[config.mk]
export PLATFORM = sky130hd
export DESIGN_NAME = lzx_cmp_seq
export DESIGN_NICKNAME = d
export VERILOG_FILES = /design/src/rtl/lzx_cmp_seq.sv
export SDC_FILE = /design/constraint.sdc
export NUM_CORES = 1
export LEC_CHECK = 0
export CAP_MARGIN = 20
export CORE_UTILIZATION = 45
export CTS_CLUSTER_SIZE = 8
export DETAILED_ROUTE_END_ITERATION = 10
export PLACE_DENSITY = 0.84
export SLEW_MARGIN = 5
export SYNTH_ARGS = -nofsm -noshare
export SYNTH_HDL_FRONTEND = slang
export SYNTH_SLANG_ARGS = --single-unit
[constraint.sdc]
create_clock -name clk -period 6.2 [get_ports clk]
set_clock_uncertainty 0.15 [all_clocks]
set_input_delay 0.62 -clock clk [delete_from_list [all_inputs] [get_ports clk]]
set_output_delay 0.62 -clock clk [all_outputs]
set_load 0.02 [all_outputs]
[src/rtl/lzx_cmp_seq.sv]
// Wide unsigned magnitude comparator built from one shared 4-bit 74HC85-style slice,
// stepped LSB nibble first with the registered slice result fed back as cascade input.
module lzx_cmp_seq #(
    parameter int NIBBLES = 4
) (
    input  logic                   clk,
    input  logic                   rst,
    input  logic                   start,
    input  logic [4*NIBBLES-1:0]   a,
    input  logic [4*NIBBLES-1:0]   b,
    output logic                   busy,
    output logic                   done,
    output logic                   gt,
    output logic                   eq,
    output logic                   lt,
    output logic                   err,
    output logic [3:0]             cmp_a,
    output logic [3:0]             cmp_b,
    output logic                   cmp_ig,
    output logic                   cmp_ie,
    output logic                   cmp_il,
    input  logic                   cmp_qg,
    input  logic                   cmp_qe,
    input  logic                   cmp_ql
);

    localparam int IW = (NIBBLES > 1) ? $clog2(NIBBLES) : 1;
    localparam logic [IW-1:0] LAST_IDX = IW'(NIBBLES - 1);

    typedef enum logic {
        IDLE = 1'b0,
        RUN  = 1'b1
    } state_t;

    state_t                 state;
    logic [4*NIBBLES-1:0]   a_r;
    logic [4*NIBBLES-1:0]   b_r;
    logic [IW-1:0]          idx;
    logic                   cg;
    logic                   ce;
    logic                   cl;
    logic                   err_acc;

    logic [3:0]             a_nib [NIBBLES];
    logic [3:0]             b_nib [NIBBLES];
    logic [2:0]             q;
    logic                   q_bad;
    logic                   last_step;

    genvar gi;
    generate
        for (gi = 0; gi < NIBBLES; gi++) begin : g_nib
            assign a_nib[gi] = a_r[4*gi +: 4];
            assign b_nib[gi] = b_r[4*gi +: 4];
        end
    endgenerate

    assign q         = {cmp_qg, cmp_qe, cmp_ql};
    // Anything other than exactly one asserted output means the slice misbehaved.
    assign q_bad     = !((q == 3'b100) || (q == 3'b010) || (q == 3'b001));
    assign last_step = (idx == LAST_IDX);

    always_comb begin
        cmp_a  = 4'd0;
        cmp_b  = 4'd0;
        cmp_ig = 1'b0;
        cmp_ie = 1'b1;
        cmp_il = 1'b0;
        if (state == RUN) begin
            cmp_a  = a_nib[idx];
            cmp_b  = b_nib[idx];
            cmp_ig = cg;
            cmp_ie = ce;
            cmp_il = cl;
        end
    end

    // Operand copies need no reset: they are only read in RUN, which always follows a load.
    always_ff @(posedge clk) begin
        if (state == IDLE && start) begin
            a_r <= a;
            b_r <= b;
        end
    end

    always_ff @(posedge clk or posedge rst) begin
        if (rst) begin
            state   <= IDLE;
            idx     <= '0;
            cg      <= 1'b0;
            ce      <= 1'b1;
            cl      <= 1'b0;
            err_acc <= 1'b0;
            busy    <= 1'b0;
            done    <= 1'b0;
            gt      <= 1'b0;
            eq      <= 1'b0;
            lt      <= 1'b0;
            err     <= 1'b0;
        end else begin
            case (state)
                IDLE: begin
                    done <= 1'b0;
                    if (start) begin
                        idx     <= '0;
                        cg      <= 1'b0;
                        ce      <= 1'b1;
                        cl      <= 1'b0;
                        err_acc <= 1'b0;
                        busy    <= 1'b1;
                        state   <= RUN;
                    end
                end
                RUN: begin
                    {cg, ce, cl} <= q;
                    err_acc      <= err_acc | q_bad;
                    if (last_step) begin
                        {gt, eq, lt} <= q;
                        err          <= err_acc | q_bad;
                        done         <= 1'b1;
                        busy         <= 1'b0;
                        idx          <= '0;
                        state        <= IDLE;
                    end else begin
                        idx <= idx + 1'b1;
                    end
                end
                default: state <= IDLE;
            endcase
        end
    end

endmodule

### After elaboration in Yosys (flattened, before gate mapping)

Cells that the tools add are included.

* output and inout bits: 17
* register bits: 45
* memories kept: 0
* bits in read-only memories: 0
* latch bits: 0
* bits in writable memories: 0
* word-level logic and storage cells: 58

* reductions and logical operators: 6
* equal/unequal tests: 6
* multiply operators: 0
* div/mod/pow operators: 0
* shift operators: 0
* magnitude comparators: 1
* muxes and demuxes: 27
* add/sub/neg operators: 1
* bitwise operators: 3

Operators by type and width (number)
* $mux W4: 6
* $bmux W4 S2: 2
* $pmux W1 S2: 7
* $mux W1: 9
* $mux W2: 2
* $pmux W2 S2: 1
* $reduce_and A2 Y1: 2
* $eq A3 B1 Y1 const B: 1
* $eq A3 B2 Y1 const B: 1
* $eq A3 B3 Y1 const B: 1
* $ge A3 B3 Y1 const B: 1
* $not A2 Y3: 1
* $add A2 B1 Y2 const B: 1
* $eq A2 B2 Y1 const B: 1
* $logic_or A1 B1 Y1: 2
* $ne A2 B1 Y1 const B: 1
* $ne A2 B2 Y1 const B: 1
* $logic_and A1 B1 Y1: 1
* $logic_not A1 Y1: 1
* $not A1 Y1: 1
* $or A1 B1 Y1: 1

### Longest topological paths before layout

* depth in word-level cells: 6
* depth in mapped cells: 4
* mapped depth without buffers: 4

### Least setup slack after synthesis

Ideal clock, no wire load.

* path kind: in2reg
* start: input port start
* end: register a_r[0], enable pin
* data arrival time: 2059 ps
* buffers on the path: 0
* stages on the path: 2
* slack: 3568 ps
* path through: inv_1 > nor2_1

* cells in the longest elaborated chain, start to end: 1

RTL lines
* start, declared: RTL line 8 `input logic start,`
* $logic_and A1 B1 Y1: RTL line 80 `if (state == IDLE && start) begin`
* end signal, assigned: RTL line 81 `a_r <= a;`
* end, declared: RTL line 36 `logic [4*NIBBLES-1:0] a_r;`

No other way between the ends.
A chain may end at the register's enable or synchronous reset.

### Worst setup path in the final report

* start: register idx[0]
* end: output port cmp_b[2]

* cells in the longest elaborated chain, start to end: 5

RTL lines
* start, declared: RTL line 38 `logic [IW-1:0] idx;`
* start signal, assigned: RTL line 125 `idx <= idx + 1'b1;`
* $not A2 Y3 (implied by the code): RTL line 71 `cmp_b = b_nib[idx];`
* $bmux W4 S2: RTL line 71
* $mux W4 (implied by the code) (2 in series): RTL line 71
* $mux W4: RTL line 69 `if (state == RUN) begin`
* end, declared: RTL line 18 `output logic [3:0] cmp_b,`

No other way between the ends. The select of a mux whose other input is x is not followed.

==> impl.org <==
** Status
- The run finished with clean final reports.

** STA
- The number of hold-slack violations in the final timing report was 0.
- The count of final max-slew check failures was 0.
- Min Clock Period, post-route :: 3.073 ns
- Setup-failing EPs final :: 0
- Total Negative Setup Slacks :: 0 ns
- Setup repair after global routing missed its margin :: false
- In this run the tightest slew margin relative to its limit is 0.4379.
- Derived from the worst setup path, the maximum achievable clock frequency is 0.3254 GHz.
- For the pin with the worst max-slew slack, the measured transition is 0.8422 ns.
- Final period utilization :: 0.4957

** Synthesis
- Of the post-synthesis cell area, the dominant cell type holds 0.5501.
- Ranked by instance count, the synthesized netlist is headed by 32 x sky130_fd_sc_hd__edfxtp_1, 12 x sky130_fd_sc_hd__dfrtp_1, 10 x sky130_fd_sc_hd__and2_1.
- For this run, the leading register cell type out of synthesis is sky130_fd_sc_hd__edfxtp_1.
- Post-synthesis sequential area ratio :: 0.7371
- Yosys mapped the design onto 21 distinct sky130hd cell types.
- Post-synth top area cell :: sky130_fd_sc_hd__edfxtp_1
- Library cell with the highest instance count after synthesis :: sky130_fd_sc_hd__edfxtp_1
- Combined area of all synthesized cells :: 1747 µm²
- #FFs+latches synth :: 45
- Yosys mapped a number of flops with a built-in enable equal to 32.
- Counting every net in the synthesized netlist gives 139.
- For this run, asynchronously set or reset flops after synthesis account for 0.2889.
- Cell count after synthesis :: 100
- Leading cell types by total area after synthesis :: sky130_fd_sc_hd__edfxtp_1 55%, sky130_fd_sc_hd__dfrtp_1 17%, sky130_fd_sc_hd__mux4_2 10%, sky130_fd_sc_hd__and2_1 3.6%, sky130_fd_sc_hd__mux2_2 1.9%
- Synthesized area per cell :: 17.47 µm²
- Number of warning messages in the yosys log :: 0

** Clock network
- Buffers added to address setup during post-CTS repair amount to 0.
- The longest clock path from root to sink contains 2 buffers.
- CTS H-Tree Depth :: 2
- The clock reaches the later pin of the worst-skew pair after 0.29 ns.
- Clock-pin slew was measured on the worst setup and hold paths at 0.07 ns.
- After clock tree synthesis, the repair step resized 0 gates.
- Clock tree synthesis found a total of 45 sinks.
- Clock tree synthesis inserted a total of 5 buffers.
- TritonCTS built the clock tree.
- Clock Root Buffer :: sky130_fd_sc_hd__clkbuf_8
- Quantity of hold-fixing buffers added after cts :: 0

** Place
- Weighted congestion at the end of routability-driven global placement :: 0.8036
- Summed over all nets, the half-perimeter wirelength after detailed placement is 2420 µm.
- Placed Cells :: 199
- Once placement finished, the instance area stood at 2333 µm².
- I/O Buffers :: 54

** Routing
- Count of nets left with antenna violations after detail routing :: 0
- The first detailed-routing pass took 4 iterations.
- Number of remaining DRC errors :: 0
- Detailed routing inserted a total of 1020 vias.
- Violation count after the first detailed-route iteration :: 28
- Vias per inst :: 4.928
- In the final routed layout, each cell accounts on average for 15.79 µm.
- Post-Route WL :: 3268 µm

** Die
- The total area inside the core boundary comes to 3689 µm².
- The die covers 4134 µm².
- Horizontal extent of the die :: 64.30 µm
- Starting density of the core :: 0.4735
- Die Y :: 64.30 µm
- 55 I/O pins were placed.
- The initialized floorplan defines 22 standard-cell rows.

** GRT
- The first global-routing pass estimated 5278 µm of wire.
- The total overflow left after global routing is 0.
- The number of antenna violations at the first check in global routing is 0.
- Maximum number of pins on one net before global-route repair :: 24
- Across every metal layer, demand over resource in global routing totals 0.1766.
- Vias in the first global route :: 1135

** Worst setup path
- Buf/Inv on CP :: 1
- Number of cell instances on the worst register-to-register path :: 2
- STA classifies the critical path endpoint as an output pin.
- Along the worst path, the maximum fanout reaches 11.
- Walking the worst path, the cells encountered are mux4_2 -> and2_1 -> clkdlybuf4s50_1.
- Data on the critical path is required at its endpoint by 5.43 ns.
- The largest individual stage delay along the critical path comes from the cell sky130_fd_sc_hd__dfrtp_1.
- In this design, the stage delay of the slowest critical-path cell is 0.71 ns.
- Critical path's top delay family :: flip-flops
- The worst setup path is launched from a register.
- The critical path is of the reg -> out type.
- Critical path depth in cells :: 3
- Arrival time at the worst endpoint :: 2.30 ns

** Power and ir drop
- The worst-case IR drop observed on VDD is 0.2103 mV.
- Leak pwr :: 0.8723 nW
- After layout, the design draws a total of 1.069 mW.
- In this run the power density over the cells is 438.1 nW/µm².

** Cells and area
- Final standard cell count with taps included and fillers excluded :: 207
- After filler insertion, the fill cell instance count of the layout stands at 270.
- Final Cell Area :: 2441 µm²
- Relative to the synthesized area, the layout overhead comes to 39.76%.
- At the end of the flow the core is filled with cells to 0.6618.
- Net count, final :: 197
- 0 antenna diodes ended up in the layout.
- In the final layout, the share of cells above drive strength 1 is 0.1321.

** Hold path
- Worst Hold Class :: reg -> reg
- Worst Hold Depth :: 1

** Run
- The tool flagged a number of max-cap violations equal to 0.
[worst paths after layout]
path,start,to,slack [ns]
max,idx[0]$_DFFE_PP0P_,cmp_b[2],3.13
min,cl$_DFFE_PP0P_,cl$_DFFE_PP0P_,0.35
max reg2reg,state$_DFF_PP0_,b_r[7]$_DFFE_PP_,3.96
min reg2reg,cl$_DFFE_PP0P_,cl$_DFFE_PP0P_,0.35
max in group asynchronous,rst,ce$_DFFE_PP1P_,5.05
min in group asynchronous,rst,busy$_DFFE_PP0P_,0.49
[per-stage QoR]
step | hold WS, ns | worst slack [ns]
floorplan | 0.3054 | 3.568
global placement | 0.3236 | 3.425
detailed placement | 0.3383 | 3.417
CTS | 0.3547 | 3.088
global route | 0.3731 | 2.967
finish | 0.3494 | 3.127
[sequential cells by signal, summed over array words and instances (netlist names)]
signal	flops
busy	1
err	1
eq	1
done	1
gt	1
lt	1
a_r	16
err_acc	1
state	1
ce	1
cg	1
cl	1
b_r	16
idx	2
[report_power, final]
group	internal, mW	leakage, nW	switching [mW]
Clock	0.119	0.0552	0.0917
Combinational	0.224	0.377	0.176
Sequential	0.394	0.441	0.0640
Total	0.737	0.872	0.332
[worst register-to-register path: stages, from the launching register on]
cell and delay (ns):
sky130_fd_sc_hd__dfrtp_1 0.63, sky130_fd_sc_hd__nor2_2 0.78, sky130_fd_sc_hd__buf_4 0.38
[cell usage in the layout, fill, tap and decap left out, types with 4 or more instances in the layout]
cell and n:
sky130_fd_sc_hd__and2_1 10, sky130_fd_sc_hd__nor2_1 5, sky130_fd_sc_hd__clkdlybuf4s50_1 54, sky130_fd_sc_hd__o21ai_0 5, sky130_fd_sc_hd__nand2_1 4, sky130_fd_sc_hd__dfrtp_1 12
sky130_fd_sc_hd__mux4_2 8, sky130_fd_sc_hd__edfxtp_1 32, sky130_fd_sc_hd__clkbuf_8 5
[cells by family (layout without fill, tap and decap cells)]
logic type      after synthesis  count (layout)  share of synthesized area
flops                        45              45                     0.7371
simple gates                 23              23                    0.06733
compound gates               12              12                    0.04083
mux                          11              11                     0.1225
buf+inv                       7              66                    0.02006
fa+ha+maj                     1               1                   0.007162
xor+xnor                      1               1                   0.005015
[cell type report]
type                            instances  area, µm²  area share
Clock buffer                            6      72.57     0.02973
Clock inverter                          2      35.03     0.01435
Inverter                                3      11.26    0.004613
Multi-Input combinational cell         48      426.7      0.1748
Sequential cell                        45       1287      0.5274
Tap cell                               48      60.06     0.02460
Timing Repair Buffer                   55      548.0      0.2245
[layer usage]
layer | vias up | global-route usage | part of all wire
li1 | 487 | - | -
met1 | 497 | 0.1978 | 0.41
met2 | 30 | 0.3132 | 0.53
met3 | 6 | 0.05357 | 0.044
met4 | 0 | 0.06667 | 0.015
met5 | - | 0 | 0
(Power assumes the default switching activity.)
